**src/rtl/id_ex_reg_pkg.sv**
```systemverilog
// rtl/id_ex_reg_pkg.sv - shared MIPS core constants for the ID/EX pipeline register
// Contents: opcode/funct encodings of the canonical NOP, the NOP instruction
// word, the Tnew field width and the rs/rt field positions within an
// instruction word, plus small field-extraction helpers.
package cpu_pkg;

    localparam logic [5:0] OP_SPECIAL = 6'b000000;
    localparam logic [5:0] FUNCT_SLL  = 6'b000000;

    // sll $0,$0,0 encodes as all zeros.
    localparam logic [31:0] NOP_INSTR = {OP_SPECIAL, 5'd0, 5'd0, 5'd0, 5'd0, FUNCT_SLL};

    localparam int TW = 2;

    localparam int RS_MSB = 25;
    localparam int RS_LSB = 21;
    localparam int RT_MSB = 20;
    localparam int RT_LSB = 16;

    function automatic logic [4:0] rs_field(input logic [31:0] instr);
        return instr[RS_MSB:RS_LSB];
    endfunction

    function automatic logic [4:0] rt_field(input logic [31:0] instr);
        return instr[RT_MSB:RT_LSB];
    endfunction

endpackage

```
**src/rtl/id_ex_reg_if.sv**
```systemverilog
// rtl/id_ex_reg_if.sv - D-stage bundle, W-stage write port and E-stage outputs of the ID/EX register
// Optional: ID_EX_BUBBLE_CNT_EN adds the BubbleCnt observation counter.
// Modports:
//   master - the surrounding pipeline: drives HoldE/ClrE, the D bundle and
//            the W write port; observes the E-stage fields.
//   slave  - the ID/EX register itself.
interface id_ex_reg_if #(
    parameter int DW = 32,
    parameter int TW = 2
);
    logic          HoldE;
    logic          ClrE;

    logic [31:0]   InstrD;
    logic [DW-1:0] PC8D;
    logic [DW-1:0] RD1D;
    logic [DW-1:0] RD2D;
    logic [DW-1:0] ExtD;
    logic [4:0]    A3D;
    logic [TW-1:0] TnewD;

    logic          RegWriteW;
    logic [4:0]    A3W;
    logic [DW-1:0] WDW;

    logic [31:0]   InstrE;
    logic [5:0]    OpE;
    logic [5:0]    FunctE;
    logic [DW-1:0] PC8E;
    logic [DW-1:0] RD1E;
    logic [DW-1:0] RD2E;
    logic [DW-1:0] ExtE;
    logic [4:0]    A3E;
    logic [TW-1:0] TnewE;
    logic          ValidE;
`ifdef ID_EX_BUBBLE_CNT_EN
    logic [31:0]   BubbleCnt;
`endif

    modport master (
`ifdef ID_EX_BUBBLE_CNT_EN
        input  BubbleCnt,
`endif
        output HoldE, ClrE,
        output InstrD, PC8D, RD1D, RD2D, ExtD, A3D, TnewD,
        output RegWriteW, A3W, WDW,
        input  InstrE, OpE, FunctE, PC8E, RD1E, RD2E, ExtE, A3E, TnewE, ValidE
    );

    modport slave (
`ifdef ID_EX_BUBBLE_CNT_EN
        output BubbleCnt,
`endif
        input  HoldE, ClrE,
        input  InstrD, PC8D, RD1D, RD2D, ExtD, A3D, TnewD,
        input  RegWriteW, A3W, WDW,
        output InstrE, OpE, FunctE, PC8E, RD1E, RD2E, ExtE, A3E, TnewE, ValidE
    );

endinterface

```
**src/rtl/id_ex_reg_wt_refresh.sv**
```systemverilog
// rtl/id_ex_reg_wt_refresh.sv - W-stage write-through compare/mux for one held E-stage operand
// Ports:
//   field     in  5   register number the operand was read from (rs or rt)
//   regwritew in  1   W-stage write enable
//   a3w       in  5   W-stage destination register
//   wdw       in  DW  W-stage write data
//   old_val   in  DW  operand currently held in E
//   new_val   out DW  operand to keep for the next cycle
module wt_refresh #(
    parameter int DW = 32
) (
    input  logic [4:0]    field,
    input  logic          regwritew,
    input  logic [4:0]    a3w,
    input  logic [DW-1:0] wdw,
    input  logic [DW-1:0] old_val,
    output logic [DW-1:0] new_val
);

    logic hit;

    // $0 is hard-wired, so a W write to register 0 never refreshes anything.
    assign hit     = regwritew && (a3w != 5'd0) && (a3w == field);
    assign new_val = hit ? wdw : old_val;

endmodule

```
**src/rtl/id_ex_reg.sv**
```systemverilog
// rtl/id_ex_reg.sv - ID/EX pipeline register with bubble, hold and W write-through refresh
// Optional: ID_EX_BUBBLE_CNT_EN adds BubbleCnt, a wrapping count of bubbles loaded.
// Ports:
//   clk      in  1   core clock, rising edge
//   reset_n  in  1   asynchronous active-low reset
//   bus      slave modport of id_ex_reg_if:
//            HoldE, ClrE, D bundle (InstrD, PC8D, RD1D, RD2D, ExtD, A3D, TnewD),
//            W write port (RegWriteW, A3W, WDW) in;
//            E bundle (InstrE, OpE, FunctE, PC8E, RD1E, RD2E, ExtE, A3E, TnewE,
//            ValidE[, BubbleCnt]) out.
// Edge priority: HoldE > ClrE > load.
module id_ex_reg #(
    parameter int          DW        = 32,
    parameter int          TW        = cpu_pkg::TW,
    parameter logic [31:0] NOP_INSTR = cpu_pkg::NOP_INSTR
) (
    input  logic   clk,
    input  logic   reset_n,
    id_ex_reg_if.slave bus
);

    import cpu_pkg::*;

    logic [31:0]   instr_e;
    logic [DW-1:0] pc8_e;
    logic [DW-1:0] rd1_e;
    logic [DW-1:0] rd2_e;
    logic [DW-1:0] ext_e;
    logic [4:0]    a3_e;
    logic [TW-1:0] tnew_e;
    logic          valid_e;

    logic [DW-1:0] rd1_ref;
    logic [DW-1:0] rd2_ref;
    logic [TW-1:0] tnew_dec;

    // Held operands can go stale when the producer retires from W while the
    // consumer sits in E; refresh them from the W write port.
    wt_refresh #(.DW(DW)) u_wt_rs (
        .field     (rs_field(instr_e)),
        .regwritew (bus.RegWriteW),
        .a3w       (bus.A3W),
        .wdw       (bus.WDW),
        .old_val   (rd1_e),
        .new_val   (rd1_ref)
    );

    wt_refresh #(.DW(DW)) u_wt_rt (
        .field     (rt_field(instr_e)),
        .regwritew (bus.RegWriteW),
        .a3w       (bus.A3W),
        .wdw       (bus.WDW),
        .old_val   (rd2_e),
        .new_val   (rd2_ref)
    );

    // Tnew counts down while the instruction waits in E; it saturates so a
    // long multi-cycle stall never wraps back to a "not ready" value.
    assign tnew_dec = (tnew_e == '0) ? '0 : tnew_e - TW'(1);

    always_ff @(posedge clk or negedge reset_n) begin
        if (!reset_n) begin
            instr_e <= NOP_INSTR;
            pc8_e   <= '0;
            rd1_e   <= '0;
            rd2_e   <= '0;
            ext_e   <= '0;
            a3_e    <= 5'd0;
            tnew_e  <= '0;
            valid_e <= 1'b0;
        end else if (bus.HoldE) begin
            // ClrE is deliberately ignored here; D keeps it asserted until
            // the hold drops.
            tnew_e <= tnew_dec;
            rd1_e  <= rd1_ref;
            rd2_e  <= rd2_ref;
        end else if (bus.ClrE) begin
            // Bubble keeps the PC so EPC/debug still sees where the slot was.
            instr_e <= NOP_INSTR;
            pc8_e   <= bus.PC8D;
            rd1_e   <= '0;
            rd2_e   <= '0;
            ext_e   <= '0;
            a3_e    <= 5'd0;
            tnew_e  <= '0;
            valid_e <= 1'b0;
        end else begin
            // D-stage forwarding already covers W writes on a normal load.
            instr_e <= bus.InstrD;
            pc8_e   <= bus.PC8D;
            rd1_e   <= bus.RD1D;
            rd2_e   <= bus.RD2D;
            ext_e   <= bus.ExtD;
            a3_e    <= bus.A3D;
            tnew_e  <= bus.TnewD;
            valid_e <= 1'b1;
        end
    end

`ifdef ID_EX_BUBBLE_CNT_EN
    logic [31:0] bubble_cnt;

    always_ff @(posedge clk or negedge reset_n) begin
        if (!reset_n) begin
            bubble_cnt <= 32'd0;
        end else if (!bus.HoldE && bus.ClrE) begin
            bubble_cnt <= bubble_cnt + 32'd1;
        end
    end

    assign bus.BubbleCnt = bubble_cnt;
`endif

    assign bus.InstrE = instr_e;
    assign bus.OpE    = instr_e[31:26];
    assign bus.FunctE = instr_e[5:0];
    assign bus.PC8E   = pc8_e;
    assign bus.RD1E   = rd1_e;
    assign bus.RD2E   = rd2_e;
    assign bus.ExtE   = ext_e;
    assign bus.A3E    = a3_e;
    assign bus.TnewE  = tnew_e;
    assign bus.ValidE = valid_e;

endmodule

```
**src/flat_wrapper.sv**
```systemverilog
// flat-port wrapper written by rule: the top's interface ports become plain ports
module id_ex_reg_flat import cpu_pkg::*;
#(
    parameter int          DW        = 32,
    parameter int          TW        = cpu_pkg::TW,
    parameter logic [31:0] NOP_INSTR = cpu_pkg::NOP_INSTR
)
  (clk, reset_n, bus_HoldE, bus_ClrE, bus_InstrD, bus_PC8D, bus_RD1D, bus_RD2D, bus_ExtD, bus_A3D, bus_TnewD, bus_RegWriteW, bus_A3W, bus_WDW, bus_InstrE, bus_OpE, bus_FunctE, bus_PC8E, bus_RD1E, bus_RD2E, bus_ExtE, bus_A3E, bus_TnewE, bus_ValidE);
  id_ex_reg_if #(.DW(DW), .TW(TW)) bus_i ();
  input  logic clk;
  input  logic reset_n;
  input wire logic [$bits(bus_i.HoldE)-1:0] bus_HoldE;
  input wire logic [$bits(bus_i.ClrE)-1:0] bus_ClrE;
  input wire logic [$bits(bus_i.InstrD)-1:0] bus_InstrD;
  input wire logic [$bits(bus_i.PC8D)-1:0] bus_PC8D;
  input wire logic [$bits(bus_i.RD1D)-1:0] bus_RD1D;
  input wire logic [$bits(bus_i.RD2D)-1:0] bus_RD2D;
  input wire logic [$bits(bus_i.ExtD)-1:0] bus_ExtD;
  input wire logic [$bits(bus_i.A3D)-1:0] bus_A3D;
  input wire logic [$bits(bus_i.TnewD)-1:0] bus_TnewD;
  input wire logic [$bits(bus_i.RegWriteW)-1:0] bus_RegWriteW;
  input wire logic [$bits(bus_i.A3W)-1:0] bus_A3W;
  input wire logic [$bits(bus_i.WDW)-1:0] bus_WDW;
  output wire logic [$bits(bus_i.InstrE)-1:0] bus_InstrE;
  output wire logic [$bits(bus_i.OpE)-1:0] bus_OpE;
  output wire logic [$bits(bus_i.FunctE)-1:0] bus_FunctE;
  output wire logic [$bits(bus_i.PC8E)-1:0] bus_PC8E;
  output wire logic [$bits(bus_i.RD1E)-1:0] bus_RD1E;
  output wire logic [$bits(bus_i.RD2E)-1:0] bus_RD2E;
  output wire logic [$bits(bus_i.ExtE)-1:0] bus_ExtE;
  output wire logic [$bits(bus_i.A3E)-1:0] bus_A3E;
  output wire logic [$bits(bus_i.TnewE)-1:0] bus_TnewE;
  output wire logic [$bits(bus_i.ValidE)-1:0] bus_ValidE;
  assign bus_i.HoldE = bus_HoldE;
  assign bus_i.ClrE = bus_ClrE;
  assign bus_i.InstrD = bus_InstrD;
  assign bus_i.PC8D = bus_PC8D;
  assign bus_i.RD1D = bus_RD1D;
  assign bus_i.RD2D = bus_RD2D;
  assign bus_i.ExtD = bus_ExtD;
  assign bus_i.A3D = bus_A3D;
  assign bus_i.TnewD = bus_TnewD;
  assign bus_i.RegWriteW = bus_RegWriteW;
  assign bus_i.A3W = bus_A3W;
  assign bus_i.WDW = bus_WDW;
  assign bus_InstrE = bus_i.InstrE;
  assign bus_OpE = bus_i.OpE;
  assign bus_FunctE = bus_i.FunctE;
  assign bus_PC8E = bus_i.PC8E;
  assign bus_RD1E = bus_i.RD1E;
  assign bus_RD2E = bus_i.RD2E;
  assign bus_ExtE = bus_i.ExtE;
  assign bus_A3E = bus_i.A3E;
  assign bus_TnewE = bus_i.TnewE;
  assign bus_ValidE = bus_i.ValidE;
  id_ex_reg #(.DW(DW), .TW(TW), .NOP_INSTR(NOP_INSTR)) u_core (.clk(clk), .reset_n(reset_n), .bus(bus_i));
endmodule
```
**config.mk**
```make
export PLATFORM = sky130hd
export DESIGN_NAME = id_ex_reg_flat
export DESIGN_NICKNAME = d
export VERILOG_FILES = /design/src/rtl/id_ex_reg_pkg.sv /design/src/rtl/id_ex_reg_if.sv /design/src/rtl/id_ex_reg_wt_refresh.sv /design/src/rtl/id_ex_reg.sv /design/src/flat_wrapper.sv
export SDC_FILE = /design/constraint.sdc
export NUM_CORES = 1
export LEC_CHECK = 0
export CAP_MARGIN = 10
export CORE_AREA = 2 2 150 152
export DETAILED_ROUTE_END_ITERATION = 7
export DIE_AREA = 0 0 152 154
export DONT_BUFFER_PORTS = 1
export GPL_TIMING_DRIVEN = 0
export PLACE_DENSITY = 0.54
export SETUP_SLACK_MARGIN = 0.2
export SYNTH_ARGS = -nofsm -noshare
export SYNTH_HDL_FRONTEND = slang
export SYNTH_SLANG_ARGS = --single-unit
export TNS_END_PERCENT = 1
```
**constraint.sdc**
```tcl
create_clock -name clk -period 4.2 [get_ports clk]
set_input_delay 1.26 -clock clk [delete_from_list [all_inputs] [get_ports clk]]
set_output_delay 1.26 -clock clk [all_outputs]
set_load 0.01 [all_outputs]
```
### Word level (Yosys, flattened, before mapping)

Index checks and enable logic that the tools add are counted.

* flip-flop bits (word level): 168
* input port bits: 209
* logic and storage cells: 31

* add/sub/neg operators: 1
* equal/unequal tests: 4
* mux-type cells: 13
* reduce and logical (&&, ||, !) cells: 5

Operators by type and width (number)
* 32-bit 2-to-1 mux: 8
* 5-bit == test: 2
* 2-bit 2-to-1 mux: 3
* 5-bit 2-to-1 mux: 1
* 5-bit nonzero test: 1
* 2-bit by 1-bit != test with 1-bit output (second input constant): 2
* 1-bit logical AND: 3
* 2-bit logical NOT: 1
* 2-bit by 1-bit subtractor with 2-bit output (second input constant): 1
* 1-bit 2-to-1 mux: 1

### Logic depth before layout (Yosys ltp)

Gate-level depths: netlist of the first run.

* depth in word-level cells: 5
* mapped depth: 7

### Hierarchy

From an unflattened synthesis of the first run, not the netlist that was laid out.

* cell total of the unflattened synthesis: 475
* area total of the unflattened synthesis: 7272.0 sq um

By module, submodules not included
* id_ex_reg: instances 1, cells each 385, area each 6083.3 sq um, sequential area each 4204.0 sq um
* wt_refresh: instances 2, cells each 45, area each 594.3 sq um, sequential area each 0.0 sq um

### Worst setup path before layout of the first run

Ideal clock, no wire load.

* kind: input-to-reg
* start: input port bus_A3W[1]
* end: register u_core.rd1_e[10] (netlist: u_core.bus.RD1E[10])
* arrival: 2.634 ns
* path slack: 1.441 ns
* stages on the path: 5
* path through: or4_1 -> o21ai_2 -> o41ai_4 -> buf_6 -> mux2_4

* cells in the longest elaborated chain, start to end: 4
* elaborated cells on any way between the ends: 5
* those cells by class: eq/ne (2); reduce/logical (3)

Ends and longest elaborated chain
* start, declared: RTL line flat_wrapper.sv:22 `input wire logic [$bits(bus_i.A3W)-1:0] bus_A3W;`
* 5-bit nonzero test: RTL line id_ex_reg_wt_refresh.sv:23 `assign hit = regwritew && (a3w != 5'd0) && (a3w == field);`
* 1-bit logical AND: RTL line id_ex_reg_wt_refresh.sv:23
* 1-bit logical AND (*): RTL line id_ex_reg_wt_refresh.sv:23
* 2-bit by 1-bit != test with 1-bit output (no source line) (*)
* end signal, assigned: RTL line id_ex_reg.sv:75 `rd1_e <= rd1_ref;`
* end signal, assigned: RTL line id_ex_reg.sv:91 `rd1_e <= bus.RD1D;`
* end, declared: RTL line id_ex_reg.sv:26 `logic [DW-1:0] rd1_e;`

Every way passes the cells marked *; elsewhere a longest branch is shown, timed or not.
A chain may end at the register's enable or synchronous reset.

==> flow_summary.yaml, run 1 <==
run_status:
  status: "finished clean"
timing:
  final.min_clock_period_ns: 2.89
  timing.final.hold_violations: 0
  fin_setup_tns_ns: 0
  fmax_mhz: 346
  tightest_slew_ns: 0.680
  final.period_utilization: 0.689
  worst_slew_margin: 0.547
  final-max-slew-violation-count: 0
  hold_slack_ns: 0.535
  skew_ns: 0.00648
  final-setup-viol-count: 0
  rsz0062_at_grt: "false"
layout:
  syn_to_final_growth_pct: 12.2
  diodes: 0
  drive_above_1_share: 0.248
  final_net_count: 827
  regArea_mm2: 0.00420
  final.fill_count: 2086
  multi_input_comb_area_mm2: 0.00306
yosys:
  synth_cells: 599
  synth.cell_area_mm2: 0.00758
  synthesis.yosys.warnings: 0
  mappedNetlistNets: 808
  synth_seq_area_share: 0.555
  netlist_top_cells_area: "sky130_fd_sc_hd__dfrtp_1, sky130_fd_sc_hd__mux2_4, sky130_fd_sc_hd__a22o_1"
  yosys.area.top_type_share: 0.555
  post-synth-top-area-cell: "sky130_fd_sc_hd__dfrtp_1"
  synth-seq-cells: 168
  synthesis.area_per_instance_um2: 12.6
  cell_variety_after_synth: 21
setup_path:
  worst_r2r_endpoint: "u_core.bus.RD1E[13]"
  worstSetupEndpointType: "flip-flop"
  worst_path_most_repeated_cell: "sky130_fd_sc_hd__buf_2"
  setup.worst_path.class: "input pin to flip-flop"
  crit_path_max_incr_delay_ns: 0.41
  cp_max_stage_cell: "sky130_fd_sc_hd__buf_1"
  crit_start: "bus_HoldE"
  timing.reg2reg.setup_slack_ns: 2.13
  cp_data_arrival_time_ns: 3.22
  timing.critical_path.to: "u_core.bus.ExtE[0]"
  required_time_reported_for_the_critical_path_endpoint_ns: 4.52
  start_kind: "input pin"
  peak_fanout_along_the_critical_path: 10
  timing.reg2reg.worst_path_depth: 5
  timing.critical_path.cells: "clkbuf_1, buf_2, buf_2, buf_2, buf_1, nand2_1, o21ai_0"
  worstReg2RegStart: "u_core.bus.InstrE[25]"
cts:
  cts_sinks: 168
  cts_post_setup_buffers_inserted: 0
  clock_tree_from_tritoncts: "built"
  total_of_hold_buffers_inserted_after_clock_tree_synthesis: 0
  cts.repair.resized: 0
  ctsRootBufferMaster: "sky130_fd_sc_hd__clkbuf_16"
  clk-insertion-delay-late_ns: 0.42
  ctsHtreeMaxLevel: 4
  clockBufferDepth: 2
  clkTransAtPathRegs_ns: 0.07
  cts-buffers-inserted: 17
grt:
  grt_pass1_vias: 5233
  grt_usage: 0.180
  grt_first_pass_wirelength_um: 32500
  grt_overflow_total: 0
  largest_net_degree_at_the_start_of_global_routing: 169
  grt_antenna_before_repair: 0
detailed_routing:
  antenna_violating_nets_post_route: 0
  routed_wire_length_um: 21700
  detailroute.via_count: 4876
  drtIter0Drc: 259
  via_per_inst: 5.36
  wl_per_cell_um: 23.8
  drt_drc_violations_left: 0
  detailedRoute.firstPassIterationCount: 4
die:
  die_w_um: 152
  fp.dieH_um: 154
  floorplan.rows: 54
  floorplan.initialDensity: 0.349
  ios: 389
  core_mm2: 0.0217
  die_area_mm2: 0.0234
placement:
  finalWeightedCongestion: 0.870
  count_of_buffers_from_port_buffering: 0
  detail_placement_hpwl_um: 16400
power_and_ir_drop:
  power_density_mw_per_mm2: 466
  peakVddDrop_mv: 0.219
  power.leakage_uw: 0.00383
flow_run:
  timing.max_cap.violations: 0
worst_hold_path:
  hold_path.class: "input pin to asynchronous set/reset pin"
[layout make-up]
| class | instances | share of cell area |
|---|---|---|
| Buffer | 58 | 0.0374 |
| Multi-Input combinational cell | 373 | 0.359 |
| Clock buffer | 18 | 0.0516 |
| Tap cell | 280 | 0.0412 |
| Sequential cell | 168 | 0.494 |
| Clock inverter | 13 | 0.0160 |
[where the power goes]
part	internal, µW	switching, µW	leakage [µW]	total [µW]
Sequential	1780	221	0.00211	2000
Combinational	241	169	0.00144	410
Clock	851	699	0.000280	1550
Total	2870	1090	0.00383	3960
[through the flow]
step | instances | setup slack, ns | area [µm²] | power (µW) | utilization
global placement | 879 | 0.896 | 7930 | 2430 | 0.366
global route | 910 | 1.09 | 8500 | 4130 | 0.392
CTS | 910 | 1.27 | 8500 | 4010 | 0.392
floorplan | 599 | 1.44 | 7580 | 2320 | -
detailed placement | 879 | 0.832 | 7930 | 2440 | 0.366
finish | 910 | 1.31 | 8500 | 3960 | 0.392
[cell usage in the layout, fill, tap and decap left out, drive strengths merged]
master,instances
a21o,1
a22o,72
a32o,1
buf,30
bufinv,1
clkbuf,46
clkinv,3
clkinvlp,2
dfrtp,168
inv,7
mux2,96
nand2,63
nand2b,61
nand3,2
nor2,1
o21ai,63
o41ai,2
or4,1
xnor2,6
xor2,4
[state kept, by name (all words and copies together), names as in the netlist]
signal	cells
u_core.bus.ExtE	32
u_core.bus.InstrE	32
u_core.bus.PC8E	32
u_core.bus.RD1E	32
u_core.bus.RD2E	32
u_core.bus.A3E	5
u_core.bus.TnewE	2
u_core.bus.ValidE	1
[how the worst min path moves through the flow]
stage / cells after the start / from / end / slack (ns)
global route: 0 / reset_n / u_core.bus.InstrE[13] / 0.50
finish: 0 / reset_n / u_core.bus.InstrE[16] / 0.53
detailed placement: 2 / u_core.bus.ExtE[3] / u_core.bus.ExtE[3] / 0.55
global placement: 2 / u_core.bus.InstrE[15] / u_core.bus.InstrE[15] / 0.54
CTS: 0 / reset_n / u_core.bus.InstrE[16] / 0.50
floorplan: 2 / u_core.bus.ExtE[0] / u_core.bus.ExtE[0] / 0.52
[critical path, delay by kind of cell]
| family | cells | cell delay [ns] |
|---|---|---|
| and+or+nand+nor | 1 | 0.09 |
| AOI/OAI and AO/OA | 1 | 0.09 |
| buffers and inverters | 5 | 1.76 |
[cell usage after synthesis]
cell type	n
sky130_fd_sc_hd__mux2_2	36
sky130_fd_sc_hd__buf_4	12
sky130_fd_sc_hd__or4_1	1
sky130_fd_sc_hd__mux2_4	60
sky130_fd_sc_hd__buf_1	4
sky130_fd_sc_hd__clkbuf_1	28
sky130_fd_sc_hd__nand3_1	2
sky130_fd_sc_hd__buf_6	6
sky130_fd_sc_hd__nor2_1	1
sky130_fd_sc_hd__xnor2_1	6
sky130_fd_sc_hd__a32o_1	1
sky130_fd_sc_hd__xor2_1	4
sky130_fd_sc_hd__a22o_1	72
sky130_fd_sc_hd__nand2_1	63
sky130_fd_sc_hd__o41ai_4	2
sky130_fd_sc_hd__buf_2	8
sky130_fd_sc_hd__dfrtp_1	168
sky130_fd_sc_hd__a21o_1	1
sky130_fd_sc_hd__nand2b_1	61
sky130_fd_sc_hd__o21ai_0	62
sky130_fd_sc_hd__o21ai_2	1
[layer usage]
layer	wire length (µm)	track usage
met4	423	0.0650
met3	1890	0.0668
met2	11000	0.305
met1	8340	0.208
met5	0	0
[kinds of logic (layout without fill, tap and decap cells)]
logic type | after synthesis | after routing | share of synthesized area
buffers and inverters | 58 | 89 | 0.0419
flip-flops | 168 | 168 | 0.555
AO/OA/AOI/OAI | 139 | 139 | 0.135
AND/OR/NAND/NOR | 128 | 128 | 0.0844
multiplexers | 96 | 96 | 0.172
XOR/XNOR | 10 | 10 | 0.0116
Note: power is estimated with default switching activity, not from simulation.
==> run 2, diff against run 1 <==
==> constraint.sdc (replaced) <==
create_clock -name clk -period 3 [get_ports clk]
set_input_delay 0.9 -clock clk [delete_from_list [all_inputs] [get_ports clk]]
set_output_delay 0.9 -clock clk [all_outputs]
set_load 0.01 [all_outputs]
==> results of run 2 <==
Same layout as run 1 (identical final DEF). Status: finished clean.
Main changes from that run: setup slack after placement 0.832 ns -> -0.00807 ns; setup slack after layout 1.31 ns -> 0.466 ns; hold slack 0.535 ns -> 0.175 ns; register-to-register setup slack 2.13 ns -> 0.93 ns; total power 3960 µW -> 5540 µW; worst IR drop on VDD 0.219 mV -> 0.307 mV
==> RTL change, RTL diff (flow settings as in run 1) <==
`DW` is set to 32 in 4 places; all go to 40.
--- a/src/rtl/id_ex_reg_if.sv
+++ b/src/rtl/id_ex_reg_if.sv
@@ -5,7 +5,7 @@
 //            the W write port; observes the E-stage fields.
 //   slave  - the ID/EX register itself.
 interface id_ex_reg_if #(
-    parameter int DW = 32,
+    parameter int DW = 40,
     parameter int TW = 2
 );
     logic          HoldE;
--- a/src/rtl/id_ex_reg_wt_refresh.sv
+++ b/src/rtl/id_ex_reg_wt_refresh.sv
@@ -7,7 +7,7 @@
 //   old_val   in  DW  operand currently held in E
 //   new_val   out DW  operand to keep for the next cycle
 module wt_refresh #(
-    parameter int DW = 32
+    parameter int DW = 40
 ) (
     input  logic [4:0]    field,
     input  logic          regwritew,
--- a/src/rtl/id_ex_reg.sv
+++ b/src/rtl/id_ex_reg.sv
@@ -10,7 +10,7 @@
 //            ValidE[, BubbleCnt]) out.
 // Edge priority: HoldE > ClrE > load.
 module id_ex_reg #(
-    parameter int          DW        = 32,
+    parameter int          DW        = 40,
     parameter int          TW        = cpu_pkg::TW,
     parameter logic [31:0] NOP_INSTR = cpu_pkg::NOP_INSTR
 ) (
--- a/src/flat_wrapper.sv
+++ b/src/flat_wrapper.sv
@@ -1,7 +1,7 @@
 // flat-port wrapper written by rule: the top's interface ports become plain ports
 module id_ex_reg_flat import cpu_pkg::*;
 #(
-    parameter int          DW        = 32,
+    parameter int          DW        = 40,
     parameter int          TW        = cpu_pkg::TW,
     parameter logic [31:0] NOP_INSTR = cpu_pkg::NOP_INSTR
 )
Interface: changed (9 resized); port bits go from 389 to 461. No check against the original RTL was run, so the function may have changed too.
==> RTL change against run 1 <==
Critical path depth is 1 lower; routed wire length is 22% higher; via count is 19% higher; final area is 13% higher; synthesized cell count is 17% higher; sequential cell count is 32 higher; power is 11% higher; synthesized area is 15% higher; die area stayed put; combinational power is 3% higher; setup slack better by 0.048 ns; count of clock-buffer cells in the layout stayed put.
==> RTL change: results (changes against run 1) <==
metric,value,unit,change
status,finished clean,,unchanged
Main synth FF type,dfrtp_1,,unchanged
crit-path max cell delay,0.54,ns,was 0.41 ns
number of flops mapped to enable cells by yosys,0,,unchanged
TritonRoute pass-1 iters,4,,unchanged
synth warn,0,,unchanged
share of cells above drive strength 1,23.98,%,was 24.76%
Filler cells,1998,,was 2086
Crit-path slowest cell,clkbuf_1,,was buf_1
Critical Path End,u_core.bus.ExtE[29],,was u_core.bus.ExtE[0]
clock root buffer,clkbuf_16,,unchanged
Detailed Route WL,26390,µm,was 21670 µm
maximum VDD drop,275.4,µV,was 219.2 µV
largest net degree at the start of global routing,201,,was 169
Worst Path Arrival,3.20,ns,was 3.22 ns
Pint,3.148,mW,was 2.871 mW
Worst Skew,0.01037,ns,was 0.006481 ns
CTS Buffer Depth,2,,unchanged
top post-synthesis cells by area,"dfrtp_1, mux2_2, a22o_1",,"was dfrtp_1, mux2_4, a22o_1"
"Clk pin slew, worst setup/hold paths",0.08,ns,
LEAKAGE,4.220,nW,was 3.833 nW
Total GRT Usage,22.04,%,was 17.96%
sequential area share after synthesis,57.38,%,was 55.48%
Detailed Place HPWL,20450,µm,was 16420 µm
reg-to-reg endpoint,u_core.bus.RD1E[27],,was u_core.bus.RD1E[13]
placed cell area,0.009072,mm²,was 0.007928 mm²
Layout Nets,971,,was 827
worst-skew pair later-pin latency,0.43,ns,
reg2reg start,u_core.bus.InstrE[22],,was u_core.bus.InstrE[25]
I/O Buffers,0,,unchanged
worst hold path class,input port to asynchronous set/reset pin,,unchanged
CTS resizes,0,,unchanged
net count after synthesis,952,,was 808
first-pass GRT wire length,39520,µm,was 32490 µm
hold_ws,0.5115,ns,was 0.5349 ns
top cells by instance count after synthesis,"dfrtp_1, mux2_2, a22o_1",,"was dfrtp_1, a22o_1, nand2_1"
DRT iter0 DRCs,309,,was 259
Clock power frac,36.3,%,was 39.1%
n_diodes,0,,unchanged
Comb power frac,9.6,%,was 10.4%
gp weighted congestion,0.8765,,was 0.8695
fraction of registers with async set or reset after synthesis,100.0,%,unchanged
reg-to-reg setup timing slack,1.95,ns,was 2.13 ns
total chip power,4.406,mW,was 3.959 mW
worst reg-to-reg path cell count,4,,was 5
post-synthesis cell type count,21,,unchanged
Crit. Startpoint,bus_HoldE,,unchanged
peak fanout along the critical path,10,,unchanged
number of global-route vias before repair,6049,,was 5233
initial antenna violation count,0,,unchanged
relative slew slack,39.07,%,was 54.66%
Via Count,5790,,was 4876
-- RTL change: logic make-up after synthesis --
logic type,Yosys count,share of synthesized area [%]
buffers and inverters,66,4.088
multiplexers,120,15.75
AND/OR/NAND/NOR,144,8.248
flip-flops,200,57.38
AO/OA/AOI/OAI,163,13.53
XOR/XNOR,10,1.004
-- RTL change: cell type report --
cell class,instances,area share (%)
flip-flops and latches,200,51.95
multi-input cells,437,34.88
clock buffers,18,4.455
plain buffers,66,3.701
well taps,280,3.636
clock inverters,13,1.377
-- RTL change: per-stage QoR --
stage | util (%) | setup slack, ns | instances
after floorplan | - | 1.515 | 703
after global placement | 41.83 | 0.8189 | 983
after detailed placement | 41.83 | 0.7888 | 983
after CTS | 44.42 | 1.247 | 1014
after global routing | 44.42 | 1.131 | 1014
final | 44.42 | 1.354 | 1014
-- RTL change: metal layers --
metal,vias up,wire length (µm),track usage [%]
met2,320,13640,38.42
met3,35,2588,9.386
met5,-,0,0
met1,2935,9624,24.66
li1,2500,-,-
met4,0,534,6.409
